[config.mk]
export PLATFORM = sky130hd
export DESIGN_NAME = shift_right_seq
export DESIGN_NICKNAME = d
export VERILOG_FILES = /design/src/rtl/shift_lane_pkg.sv /design/src/rtl/lane_step_right.sv /design/src/rtl/shift_right_seq.sv
export SDC_FILE = /design/constraint.sdc
export NUM_CORES = 1
export LEC_CHECK = 0
export BUFFER_PORTS_ARGS = -buffer_cell sky130_fd_sc_hd__buf_4
export CAP_MARGIN = 20
export CORE_MARGIN = 4
export CORE_UTILIZATION = 45
export DETAILED_ROUTE_END_ITERATION = 16
export GPL_TIMING_DRIVEN = 1
export HOLD_SLACK_MARGIN = 0.1
export PLACE_DENSITY = 0.79
export RECOVER_POWER = 100
export SETUP_SLACK_MARGIN = 0.1
export SLEW_MARGIN = 0
export SYNTH_ARGS = -nofsm -noshare
export SYNTH_HDL_FRONTEND = slang
export SYNTH_SLANG_ARGS = --single-unit
[constraint.sdc]
create_clock -name clk -period 1.7 [get_ports clk]
set_input_delay 0.255 -clock clk [delete_from_list [all_inputs] [get_ports clk]]
set_output_delay 0.255 -clock clk [all_outputs]
set_load 0.02 [all_outputs]
[src/rtl/shift_lane_pkg.sv]
// Shared constants, FSM state type and a reference lane shift for the
// multi-cycle right shifter.
package shift_lane_pkg;
  localparam int LANE_W    = 12;
  localparam int LANES     = 8;
  localparam int DATA_W    = LANE_W * LANES;
  localparam int SHIFT_W   = 3;
  localparam int MAX_SHIFT = 5;

  typedef enum logic [1:0] {
    IDLE,
    SHIFT,
    DONE
  } state_t;

  // Reference right shift by n lanes with fill entering at the top lane.
  // Counts above MAX_SHIFT return the data untouched, matching the
  // error path of the shifter.
  function automatic logic [DATA_W-1:0] lane_shift_right_ref(
    input logic [DATA_W-1:0]  data,
    input logic [SHIFT_W-1:0] n,
    input logic [LANE_W-1:0]  fill
  );
    logic [DATA_W-1:0] r;
    r = data;
    if (int'(n) <= MAX_SHIFT) begin
      for (int i = 0; i < MAX_SHIFT; i++) begin
        if (i < int'(n)) r = {fill, r[DATA_W-1:LANE_W]};
      end
    end
    return r;
  endfunction
endpackage

[src/rtl/lane_step_right.sv]
// One-lane right step: every lane takes its upper neighbour, the top lane
// takes the fill value. Only the upper LANES-1 lanes of the word are needed,
// so only those are brought in.
module lane_step_right #(
  parameter int LANE_W = 12,
  parameter int LANES  = 8
) (
  input  logic [(LANES-1)*LANE_W-1:0] data,
  input  logic [LANE_W-1:0]           fill,
  output logic [LANES*LANE_W-1:0]     y
);
  genvar k;
  generate
    for (k = 0; k < LANES; k++) begin : g_lane
      if (k == LANES - 1) begin : g_top
        assign y[k*LANE_W +: LANE_W] = fill;
      end else begin : g_mid
        // data[0] is the original lane 1, so lane k picks data lane k
        assign y[k*LANE_W +: LANE_W] = data[k*LANE_W +: LANE_W];
      end
    end
  endgenerate
endmodule

[src/rtl/shift_right_seq.sv]
// Multi-cycle lane-granular right shifter: one lane per clock through a
// single step stage, valid/ready on both sides, no request overlap.
module shift_right_seq
  import shift_lane_pkg::*;
(
  input  logic              clk,
  input  logic              rst_n,
  input  logic              in_valid,
  output logic              in_ready,
  input  logic [DATA_W-1:0] in,
  input  logic [SHIFT_W-1:0] shift,
  input  logic [LANE_W-1:0] fill,
  output logic              out_valid,
  input  logic              out_ready,
  output logic [DATA_W-1:0] out,
  output logic              out_err
);
  localparam logic [SHIFT_W-1:0] MAX_C = SHIFT_W'(MAX_SHIFT);
  localparam logic [SHIFT_W-1:0] ONE_C = SHIFT_W'(1);

  state_t              state, state_nx;
  logic [SHIFT_W-1:0]  count;
  logic [DATA_W-1:0]   data_q;
  logic [LANE_W-1:0]   fill_q;
  logic                err_q;
  logic [DATA_W-1:0]   step_y;
  logic                accept;
  logic                bad_shift;

  // Handshake flags are pure decodes of the state register, so neither
  // ready nor valid depends combinationally on the other side's inputs.
  assign in_ready  = (state == IDLE);
  assign out_valid = (state == DONE);
  assign out       = data_q;
  assign out_err   = err_q;
  assign accept    = in_valid & in_ready;
  assign bad_shift = (shift > MAX_C);

  lane_step_right #(
    .LANE_W(LANE_W),
    .LANES (LANES)
  ) u_step (
    .data(data_q[DATA_W-1:LANE_W]),
    .fill(fill_q),
    .y   (step_y)
  );

  // State register
  always_ff @(posedge clk or negedge rst_n) begin
    if (!rst_n) state <= IDLE;
    else        state <= state_nx;
  end

  // Next state: zero and illegal counts skip straight to DONE
  always_comb begin
    state_nx = state;
    unique case (state)
      IDLE: begin
        if (in_valid) state_nx = (bad_shift || shift == '0) ? DONE : SHIFT;
      end
      SHIFT: begin
        if (count == ONE_C) state_nx = DONE;
      end
      DONE: begin
        if (out_ready) state_nx = IDLE;
      end
      default: state_nx = IDLE;
    endcase
  end

  // Datapath: capture at accept, step one lane per SHIFT cycle, hold otherwise
  always_ff @(posedge clk or negedge rst_n) begin
    if (!rst_n) begin
      count  <= '0;
      data_q <= '0;
      fill_q <= '0;
      err_q  <= 1'b0;
    end else if (accept) begin
      count  <= shift;
      data_q <= in;
      fill_q <= fill;
      err_q  <= bad_shift;
    end else if (state == SHIFT) begin
      count  <= count - ONE_C;
      data_q <= step_y;
    end
  end
endmodule

### Word-level counts from Yosys, hierarchy flattened

Cells that the tools add are included.

| operators by class | value |
|---|---|
| add/subtract/negate cells | 1 |
| $lt $le $gt $ge | 1 |
| equality and inequality tests | 6 |
| mux-type cells | 9 |
| bitwise operators | 1 |
| reductions and logical operators | 5 |

Operators with widths:

| kind | number |
|---|---|
| $mux W96 | 2 |
| $mux W2 | 4 |
| $mux W3 | 2 |
| $pmux W2 S3 | 1 |
| $ne A2 B2 Y1 const B | 2 |
| $eq A3 B1 Y1 const B | 1 |
| $gt A3 B3 Y1 const B | 1 |
| $logic_not A3 Y1 | 1 |
| $reduce_and A3 Y1 | 1 |
| $sub A3 B1 Y3 const B | 1 |
| $eq A2 B1 Y1 const B | 1 |
| $eq A2 B2 Y1 const B | 1 |
| $logic_not A2 Y1 | 1 |
| $ne A2 B1 Y1 const B | 1 |
| $reduce_bool A2 Y1 | 1 |
| $and A1 B1 Y1 | 1 |
| $logic_or A1 B1 Y1 | 1 |

| storage, ports and cells | value |
|---|---|
| register bits | 114 |
| input port bits | 115 |
| output and inout bits | 99 |
| word-level logic and storage cells | 28 |

### Longest topological paths before layout

Gate-level depths: netlist (run 1).

| logic depth | value |
|---|---|
| depth after elaboration | 5 |
| gate-level depth with buffers | 7 |
| gate-level depth less buffers | 5 |

### Cells and area by module

Synthesis (run 1) repeated with hierarchy kept, for this count alone.

| unflattened totals | value |
|---|---|
| cell total of the unflattened synthesis | 574 |
| area, all modules | 5516.5 µm² |

Modules (own cells, without submodules):

| module | times used | cells each | area an instance (µm²) | sequential area each (µm²) |
|---|---|---|---|---|
| shift_right_seq | 1 | 478 | 4795.8 | 2852.7 |
| lane_step_right | 1 | 96 | 720.7 | 0.0 |

### Least setup slack after synthesis (run 1)

Ideal clock, no wire load.

| path | value |
|---|---|
| path type | reg2reg |
| from | reg state[1] |
| to | reg fill_q[10] |
| setup time | 125 ps |
| data arrival time | 1333 ps |
| data required time | 1575 ps |
| path slack | 242 ps |
| stages on the path, launching flop included | 5 |
| buffers on the path | 2 |
| period minus slack after synthesis | 1458 ps |
| path through | dfrtp_1 -> buf_2 -> nor3b_4 -> buf_2 -> mux2_2 |

| on the way | value |
|---|---|
| cells in the longest elaborated chain, start to end | 2 |

RTL lines:

| item | RTL line | RTL |
|---|---|---|
| start: declaration | shift_right_seq.sv:21 | `state_t state, state_nx;` |
| start signal: assignment | shift_right_seq.sv:51 | `else state <= state_nx;` |
| $logic_not A2 Y1 | shift_right_seq.sv:32 | `assign in_ready = (state == IDLE);` |
| $and A1 B1 Y1 | shift_right_seq.sv:36 | `assign accept = in_valid & in_ready;` |
| end signal: assignment | shift_right_seq.sv:81 | `fill_q <= fill;` |
| end: declaration | shift_right_seq.sv:24 | `logic [LANE_W-1:0] fill_q;` |

Every way passes these cells.
A chain may end at the register's enable or synchronous reset.

### Final worst setup path (run 1)

| path | value |
|---|---|
| from | reg state[0] |
| to | out out_valid |

| on the way | value |
|---|---|
| cells in the longest elaborated chain, start to end | 1 |

RTL lines:

| item | RTL line | RTL |
|---|---|---|
| $eq A2 B2 Y1 | shift_right_seq.sv:33 | `assign out_valid = (state == DONE);` |
| end: declaration | shift_right_seq.sv:13 | `output logic out_valid,` |

Every way passes these cells.

==> summary.md, run 1 <==
| Metric | Value |
|---|---|
| Outcome | completed |
| Unique masters post-synth | 24 |
| Clock Latency Late Sink | 520 ps |
| Die Height | 111 µm |
| Synthesis-stage register bit count | 114 |
| Mapped Avg Cell Area | 10.0 µm² |
| Setup TNS Final | 0 ps |
| Starting DRT DRC Count | 579 |
| Design Area, Final | 7980 µm² |
| Longest Clk Path Bufs | 2 |
| Commonest non-fill, non-tap cell in the layout | nand2_1 |
| Data arrival time at the worst-slack endpoint | 1320 ps |
| Routed Antenna Nets | 0 |
| PortBufs | 213 |
| FF-to-FF path depth | 6 |
| Overall Global Routing Usage | 29.8% |
| Multi-input logic area | 1780 µm² |
| Gate Count Post-Synth | 478 |
| Worst hold stages | 4 |
| First-pass GRT wire length | 29500 µm |
| Placer Congestion | 0.934 |
| Setup crit end kind | output port |
| WS Path Type | flop to output port |
| Layout Skew | 9.34 ps |
| DRC Markers | 0 |
| Fin crit period | 1570 ps |
| Period Utilization, post-route | 92.6% |
| Hold Path Class | input pin to flop |
| Hold Violations, Final | 0 |
| Headroom to the max-slew limit | 31.2% |
| Layout area overhead | 66.3% |
| Pwr/cell area | 1910 nW/µm² |
| Fin nets | 924 |
| VDD IR max | 0.000964 V |
| Worst-path fanout max | 8 |
| Initial antenna violation count | 0 |
| Unrepaired setup endpoints after global routing | yes |
| Root Buffer | clkbuf_8 |
| Power Total | 15300 µW |
| Core Rows | 37 |
| Via/cell ratio | 5.51 |
| Mapped Area | 4800 µm² |
| Initial Utilization | 46.2% |
| # diodes | 0 |
| Max Slew Vio Count | 0 |
| Fill cell count | 690 |
| Total CTS buffers | 17 |
| Cell Area, Placed | 6570 µm² |
| I/O pins | 214 |
| Worst Tran Pin Value | 1030 ps |
| Die footprint | 12400 µm² |
| Share of the yosys chip area belonging to registers | 59.5% |
| DPL Wire Length | 10800 µm |
| Yosys warns | 0 |
| Largest net degree at the start of global routing | 76 |
| Highest clock rate | 635 MHz |
| H-tree levels | 4 |
| Register area | 2850 µm² |
| Leak | 0.00389 µW |
| TritonCTS clock tree | yes |
| Final core occ | 76.9% |
| Clk sink count | 114 |
| Layout cells sized above 1 | 21.7% |
| CP startpoint kind | flop |
| Data required time at the worst endpoint | 1440 ps |
| Setup violators final | 0 |
| Final wirelength | 18800 µm |
| Horiz. Die Dim | 111 µm |
| Vias in the first global route | 5623 |
| Wire per inst | 19.6 µm |
| Post-Syn Nets | 595 |
| Most frequent cells in the layout | nand2_1 (193), buf_4 (120), dfrtp_1 (114) |
| Total iterations of the first detailed-routing run | 5 |
| Max-Cap Viols | 0 |
| Core box area | 10400 µm² |
| Worst-path clk slew | 50 ps |
| GRT overflow | 0 |
| Total number of vias | 5260 |
[cell families after synthesis]
| group | count (synthesis) | synth area share, % |
|---|---|---|
| AO/OA/AOI/OAI | 104 | 16.4 |
| XOR/XNOR | 1 | 0.183 |
| adder cells (fa/ha/maj) | 2 | 0.522 |
| buffers and inverters | 39 | 3.86 |
| flip-flops | 114 | 59.5 |
| multiplexers | 12 | 2.82 |
| AND/OR/NAND/NOR | 206 | 16.8 |
[worst max-delay path: stages, from the launching register on]
cell and delay (ps):
dfrtp_1 380, buf_6 140, nor2b_1 110, clkbuf_2 180
[per-layer routing]
layer	GRT usage [%]	routed length, µm
met1	35.7	6830
met2	48.9	9080
met3	9.88	2060
met4	13.0	775
met5	0	0
[layout make-up]
type / instances / share of cell area (%)
Clock inverter: 11 / 2.02
Tap cell: 136 / 2.13
Sequential cell: 114 / 35.8
Timing Repair Buffer: 346 / 32.2
Inverter: 3 / 0.141
Clock buffer: 20 / 5.46
Multi-Input combinational cell: 325 / 22.3
[report_power, final]
part	switching (µW)	internal [µW]	leakage, µW
clock network	1210	2400	0.000294
registers	1160	4010	0.00142
logic	4280	2210	0.00217
[state kept, by name (all words and copies together) (netlist names)]
register  cells
count         3
state         2
fill_q       12
out_err       1
out          96
[cell usage after synthesis (all sizes together)]
cell type	n	share of area [%]
a221oi	1	0.18
xor2	1	0.18
nor3b	1	0.39
buf	19	2.3
o2bb2ai	1	0.18
a2111oi	1	0.18
mux2	12	2.8
nor2b	3	0.39
nor2	5	0.39
nand3	1	0.10
o21ai	2	0.21
inv	3	0.23
o21bai	1	0.16
a221o	2	0.42
ha	2	0.52
nand2	193	15
clkbuf	17	1.3
nand3b	1	0.16
nand2b	1	0.13
a22oi	96	15
nor3	1	0.10
dfrtp	114	59
[worst paths after layout]
kind	startpoint	endpoint	slack (ps)
max	state[0]	out_valid	130
min	out_ready	state[1]	140
max reg2reg	state[0]	out[47]	140
min reg2reg	out[6]	out[6]	480
max in group asynchronous	rst_n	out[71]	420
min in group asynchronous	rst_n	out[32]	560
[repair_timing]
item / 4_1_cts / 5_1_grt
gates cloned: 0 / 2
gates resized for setup: 1 / 5
pin swaps: 0 / 1
buffers inserted: 2 / 3
setup endpoints to repair: 2 / 28
endpoints found under the hold margin: 228 / 0
hold buffers: 113 / 0
[metrics by stage]
stage / hold WS (ps) / worst slack, ps / cells
2_1_floorplan: -40.6 / 242 / 478
3_3_place_gp: 309 / 236 / 804
3_5_place_dp: 307 / 210 / 804
4_1_cts: 132 / 101 / 950
5_1_grt: 140 / 53.9 / 955
6_report: 144 / 125 / 955
Note: power is estimated with default switching activity, not from simulation.
==> run 2: changes to the inputs <==
PLACE_DENSITY = 0.82   (was 0.79)
==> run 2 against run 1 <==
Compared with the run above:
- total power increased by 4.3%
- wire length increased by 19%
- largest power group unchanged
- final cell count increased by 1.6%
- count of clock-buffer cells in the layout decreased by 1
- core utilization increased by 2.0 points
- design area increased by 2.6%
==> summary.md, run 2 (same netlist as run 1, synthesis figures left out) <==
| Metric | Value |
|---|---|
| Slowest CP cell | dfrtp_2 (was dfrtp_1) |
| Max Slew Vio Count | 0 (unchanged) |
| Commonest non-fill, non-tap cell in the layout | nand2_1 (unchanged) |
| DR top layer | met4 (unchanged) |
| Layout cells sized above 1 | 23.3% (was 21.7%) |
| Routed Antenna Nets | 0 (unchanged) |
| Worst-path clk slew | 60 ps (was 50 ps) |
| Clock Latency Late Sink | 530 ps (was 520 ps) |
| Layout Skew | 11.9 ps (was 9.34 ps) |
| Worst Tran Pin Value | 1030 ps (about the same) |
| Setup violators final | 0 (unchanged) |
| Place WS | 163 ps (was 210 ps) |
| Largest net degree at the start of global routing | 64 (was 76) |
| Worst-path fanout max | 12 (was 8) |
| Fin nets | 936 (was 924) |
| Hold Path Class | input pin to flop (unchanged) |
| Most frequent cells in the layout | nand2_1 (193), buf_4 (126), dfrtp_1 (113), dlygate4sd3_1 (113), clkbuf_1 (99) (was nand2_1 (193), buf_4 (120), dfrtp_1 (114)) |
| Core Rows | 37 (unchanged) |
| Headroom to the max-slew limit | 31.4% (was 31.2%) |
| Flop pwr share | 33.0% (was 33.8%) |
| Initial antenna violation count | 1 (was 0) |
| Total iterations of the first detailed-routing run | 6 (was 5) |
| Crit. Startpoint | state[0] (unchanged) |
| Data required time at the worst endpoint | 2140 ps (was 1440 ps) |
| TritonCTS clock tree | yes (unchanged) |
| I/O pins | 214 (unchanged) |
| Total CTS buffers | 17 (unchanged) |
| Fin crit period | 1690 ps (was 1570 ps) |
| WS Path Type | flop to flop (was flop to output port) |
| Met2 routed WL | 10700 µm (was 9080 µm) |
| Internal | 8690 µW (was 8620 µW) |
| CP startpoint kind | flop (unchanged) |
| FF-to-FF path depth | 7 (was 6) |
| DR WL met3 | 2470 µm (was 2060 µm) |
| Max-Cap Viols | 0 (unchanged) |
| Logic pwr share | 45.0% (was 42.5%) |
| Unrepaired setup endpoints after global routing | yes (unchanged) |
| Most frequent CP cell | buf_12 |
| Pwr/cell area | 1950 nW/µm² (was 1910 nW/µm²) |
| GRT overflow | 0 (unchanged) |
| Total number of vias | 5700 (was 5260) |
| Wire per inst | 22.9 µm (was 19.6 µm) |
| DRC Markers | 0 (unchanged) |
| Non-filler cells, final | 970 (was 955) |
| Max incr delay on CP | 440 ps (was 380 ps) |
| Die footprint | 12400 µm² (unchanged) |
| Final worst slack | 7.40 ps (was 125 ps) |
| Via/cell ratio | 5.88 (was 5.51) |
| Max reg flops | 96 (unchanged) |
| Starting DRT DRC Count | 774 (was 579) |
| Final wirelength | 22300 µm (was 18800 µm) |
| Outcome | completed (unchanged) |
| Clk sink count | 114 (unchanged) |
| PortBufs | 213 (unchanged) |
| Data arrival time at the worst-slack endpoint | 2140 ps (was 1320 ps) |
| Critical R2R Capture | out[54] (was out[47]) |
| Placer Congestion | 0.883 (was 0.934) |
| Clk pwr share | 22.0% (was 23.6%) |
| Sw Share | 45.4% (was 43.6%) |
| Hold Violations, Final | 0 (unchanged) |
| Final core occ | 78.9% (was 76.9%) |
| Horiz. Die Dim | 111 µm (unchanged) |
| Core box area | 10400 µm² (unchanged) |
| Cells after DPL | 809 (was 804) |
| VDD IR max | 0.00104 V (was 0.000964 V) |
| Net switching power | 7240 µW (was 6650 µW) |
| WL met1 | 7870 µm (was 6830 µm) |
| Leak | 0.00396 µW (was 0.00389 µW) |
| First-pass GRT wire length | 31500 µm (was 29500 µm) |
| Period Utilization, post-route | 99.6% (was 92.6%) |
| Longest Clk Path Bufs | 2 (unchanged) |
| Setup crit end kind | flop (was output port) |
| Reg-to-Reg Start | state[0] (unchanged) |
| Initial Utilization | 46.2% (unchanged) |
| Highest clock rate | 591 MHz (was 635 MHz) |
| Die Height | 111 µm (unchanged) |
| DPL Wire Length | 10800 µm (about the same) |
| Flop-to-flop setup slack | 7 ps (was 140 ps) |
| Vias in the first global route | 5806 (was 5623) |
| Overall Global Routing Usage | 32.5% (was 29.8%) |
| Setup TNS Final | 0 ps (unchanged) |
| H-tree levels | 4 (unchanged) |
| Setup crit end | out[54] (was out_valid) |
| Critical path, cell by cell | buf_4 > nor3b_4 > buf_12 > buf_12 > clkbuf_4 > a22oi_1 > nand2_1 (was buf_6 > nor2b_1 > clkbuf_2) |
| Root Buffer | clkbuf_8 (unchanged) |
| Layout area overhead | 70.7% (was 66.3%) |
-- run 2: worst min-delay path by stage --
stage               startpoint  endpoint  slack (ps)  cells after the start
detailed placement       rst_n   out[10]         130                      1
global placement         rst_n   out[10]         130                      1
CTS                      rst_n   out[10]         140                      2
finish               out_ready  state[1]         210                      4
global route         out_ready  state[1]         220                      4
floorplan                rst_n  count[0]         -40                      0
-- run 2: timing repair --
action,CTS,global route
setup endpoints to repair,2,84
pin swaps,1,2
hold endpoints to repair,227,0
buffers inserted,4,7
gates resized for setup,2,4
hold buffers,113,0
cloned,0,3
-- run 2: power groups by stage --
| stage | logic [µW] | clock network (µW) | registers (µW) |
|---|---|---|---|
| after floorplan | 2710 | 0 | 6100 |
| after global placement | 6730 | 0 | 5090 |
| after detailed placement | 6920 | 0 | 5150 |
| after CTS | 7260 | 3460 | 5100 |
| after global routing | 7590 | 3650 | 5380 |
| final | 7170 | 3510 | 5260 |
-- run 2: metrics by stage --
step	total power, µW	hold slack (ps)	area [µm²]
floorplan	8810	-40.6	4800
global placement	11800	133	6660
detailed placement	12100	134	6660
CTS	15800	142	8400
global route	16600	220	8190
finish	15900	215	8190
-- run 2: final cells by class --
cell class,instances,area (µm²)
timing repair buffer,358,2790
clock inverter,13,136
sequential,114,2850
clock buffer,19,442
fill,657,2180
tap,136,170
inverter,3,11.3
multi-input combinational,325,1780
antenna,2,5.00
-- run 2: worst max-delay path: cells and delay by family, from the launching register on --
kind                   cells  cell delay, ps
and+or+nand+nor            2             370
buffers and inverters      4             680
AOI/OAI and AO/OA          1             130
DFF                        1             440
-- run 2: routing by layer --
| metal | global-route usage [%] | vias to the layer above |
|---|---|---|
| met1 | 37.5 | 2727 |
| li1 | - | 2343 |
| met3 | 12.0 | 115 |
| met4 | 16.0 | 0 |
| met5 | 0 | - |
| met2 | 53.4 | 515 |
==> run 3: changes to the inputs <==
clock period = 2 ns   (was 1.7 ns; I/O delays follow)
==> run 3 against run 2 <==
Compared with the run above:
- design area decreased by 3.9%
- sequential share of layout area up 1.4 points
- sequential power fell by 15%
- critical path type unchanged
- hold slack lost 6.7 ps
- total power shrank 20%
- via count shrank 7.4%
- non-clock buffer count is 23 lower
==> summary.md, run 3 (same netlist as run 1, synthesis figures left out) <==
| Metric | Value |
|---|---|
| Outcome | completed (unchanged) |
| Initial antenna violation count | 1 (unchanged) |
| Core Rows | 37 (unchanged) |
| Reg-to-Reg Start | state[0] (unchanged) |
| Root Buffer | clkbuf_8 (unchanged) |
| Data required time at the worst endpoint | 2440 ps (was 2140 ps) |
| Data arrival time at the worst-slack endpoint | 2230 ps (was 2140 ps) |
| Total CTS buffers | 17 (unchanged) |
| Longest Clk Path Bufs | 2 (unchanged) |
| Total number of vias | 5279 (was 5700) |
| Worst Tran Pin Value | 1320 ps (was 1030 ps) |
| DPL Wire Length | 10600 µm (was 10800 µm) |
| GRT overflow | 0 (unchanged) |
| Wire per inst | 20.4 µm (was 22.9 µm) |
| Met1 Use GR | 38.2% (was 37.5%) |
| Hold_sp | out_ready (unchanged) |
| Global Route met3 Usage | 9.66% (was 12.0%) |
| H-tree levels | 4 (unchanged) |
| Headroom to the max-slew limit | 12.0% (was 31.4%) |
| Fill cell count | 699 (was 657) |
| Largest net degree at the start of global routing | 98 (was 64) |
| Post-CTS Setup Bufs | 0 (was 4) |
| Placer Congestion | 0.872 (was 0.883) |
| Max reg flops | 96 (unchanged) |
| Die footprint | 12400 µm² (unchanged) |
| Clk sink count | 114 (unchanged) |
| Power Total | 12700 µW (was 15900 µW) |
| Vias in the first global route | 5652 (was 5806) |
| Final hold slack | 208 ps (was 215 ps) |
| Pwr/cell area | 1620 nW/µm² (was 1950 nW/µm²) |
| Via/cell ratio | 5.58 (was 5.88) |
| Worst-path fanout max | 71 (was 12) |
| Hold EP | state[1] (unchanged) |
| Initial Utilization | 46.2% (unchanged) |
| PortBufs | 213 (unchanged) |
| TritonCTS clock tree | yes (unchanged) |
| Flop-to-flop setup slack | 210 ps (was 7 ps) |
| FF-to-FF path depth | 5 (was 7) |
| Layout area overhead | 64.0% (was 70.7%) |
| CTS hold repair buffers | 113 (unchanged) |
| Hold Path Class | input pin to flop (unchanged) |
| Period Utilization, post-route | 89.3% (was 99.6%) |
| Horiz. Die Dim | 111 µm (unchanged) |
| Most frequent cells in the layout | nand2_1 (193), buf_4 (115), dfrtp_1 (114) (was nand2_1 (193), buf_4 (126), dfrtp_1 (113), dlygate4sd3_1 (113), clkbuf_1 (99)) |
| Hold Violations, Final | 0 (unchanged) |
| Setup crit end kind | flop (unchanged) |
| DRC Markers | 0 (unchanged) |
| Overall Global Routing Usage | 31.6% (was 32.5%) |
| Unrepaired setup endpoints after global routing | no (was yes) |
| Clock Latency Late Sink | 510 ps (was 530 ps) |
| Setup TNS Final | 0 ps (unchanged) |
| VDD IR max | 0.000881 V (was 0.00104 V) |
| Worst-path clk slew | 60 ps (about the same) |
| Critical R2R Capture | out[71] (was out[54]) |
| Layout Skew | 7.24 ps (was 11.9 ps) |
| Setup violators final | 0 (unchanged) |
| Total iterations of the first detailed-routing run | 5 (was 6) |
| CP startpoint kind | flop (unchanged) |
| Max Slew Vio Count | 0 (unchanged) |
| Layout cells sized above 1 | 20.0% (was 23.3%) |
| Die Height | 111 µm (unchanged) |
| Highest clock rate | 560 MHz (was 591 MHz) |
| Commonest non-fill, non-tap cell in the layout | nand2_1 (unchanged) |
| Worst hold stages | 4 (unchanged) |
| Fin crit period | 1790 ps (was 1690 ps) |
| Cells resized by post-CTS repair | 0 (was 2) |
| Met2 usage | 51.6% (was 53.4%) |
| Busiest grt layer | met2 (unchanged) |
| Fin nets | 913 (was 936) |
| Routed Antenna Nets | 0 (unchanged) |
| First-pass GRT wire length | 30900 µm (was 31500 µm) |
| WS Path Type | flop to flop (unchanged) |
| Leak | 0.00381 µW (was 0.00396 µW) |
| Max-Cap Viols | 0 (unchanged) |
| Core box area | 10400 µm² (unchanged) |
| Starting DRT DRC Count | 549 (was 774) |
| Final wirelength | 19300 µm (was 22300 µm) |
| I/O pins | 214 (unchanged) |
run 3: cell count changes in the layout (fill, tap and decap cells not counted), sizes merged:
cell | before | now
diode | 2 | 1
bufinv | 2 | 3
buf | 140 | 120
clkinv | 4 | 5
clkinvlp | 7 | 2
run 3: worst max-delay path by stage:
stage                   from    endpoint  slack, ps  cells past startpoint
floorplan           state[1]  fill_q[10]        540                      4
global placement    state[1]   fill_q[3]        440                      3
detailed placement  state[1]   fill_q[4]        360                      3
CTS                 state[1]   out_valid        270                      2
global route        state[0]     out[71]        110                      5
finish              state[0]     out[71]        210                      5
run 3: power by group:
| part | internal (µW) | switching [µW] | leakage [µW] |
|---|---|---|---|
| registers | 3410 | 1080 | 0.00142 |
| logic | 1720 | 3570 | 0.00211 |
| clock network | 1920 | 1040 | 0.000279 |
run 3: worst max-delay path: stages (launching register included):
cell	delay [ps]
dfrtp_1	510
nor3b_4	300
buf_12	330
clkbuf_2	300
a22oi_1	140
nand2_1	110
run 3: final cells by class:
class	instances	area [µm²]	area share (%)
Sequential cell	114	2850	36.3
Inverter	3	11.3	0.143
Clock buffer	22	443	5.63
Clock inverter	10	134	1.70
Multi-Input combinational cell	325	1770	22.5
Antenna cell	1	2.50	0.0318
Timing Repair Buffer	335	2480	31.6
Tap cell	136	170	2.16
run 3: routing by layer:
layer | wire, µm | part of all wire (%)
met2 | 9410 | 49
met3 | 1910 | 9.9
met4 | 654 | 3.4
met5 | 0 | 0
met1 | 7340 | 38
run 3: metrics by stage:
| step | setup WS (ps) | instances | util (%) | area (µm²) |
|---|---|---|---|---|
| after floorplan | 542 | 478 | - | 4800 |
| after global placement | 438 | 800 | 63.1 | 6540 |
| after detailed placement | 358 | 800 | 63.1 | 6540 |
| after CTS | 273 | 945 | 79.5 | 8250 |
| after global routing | 108 | 946 | 75.8 | 7870 |
| final | 215 | 946 | 75.8 | 7870 |
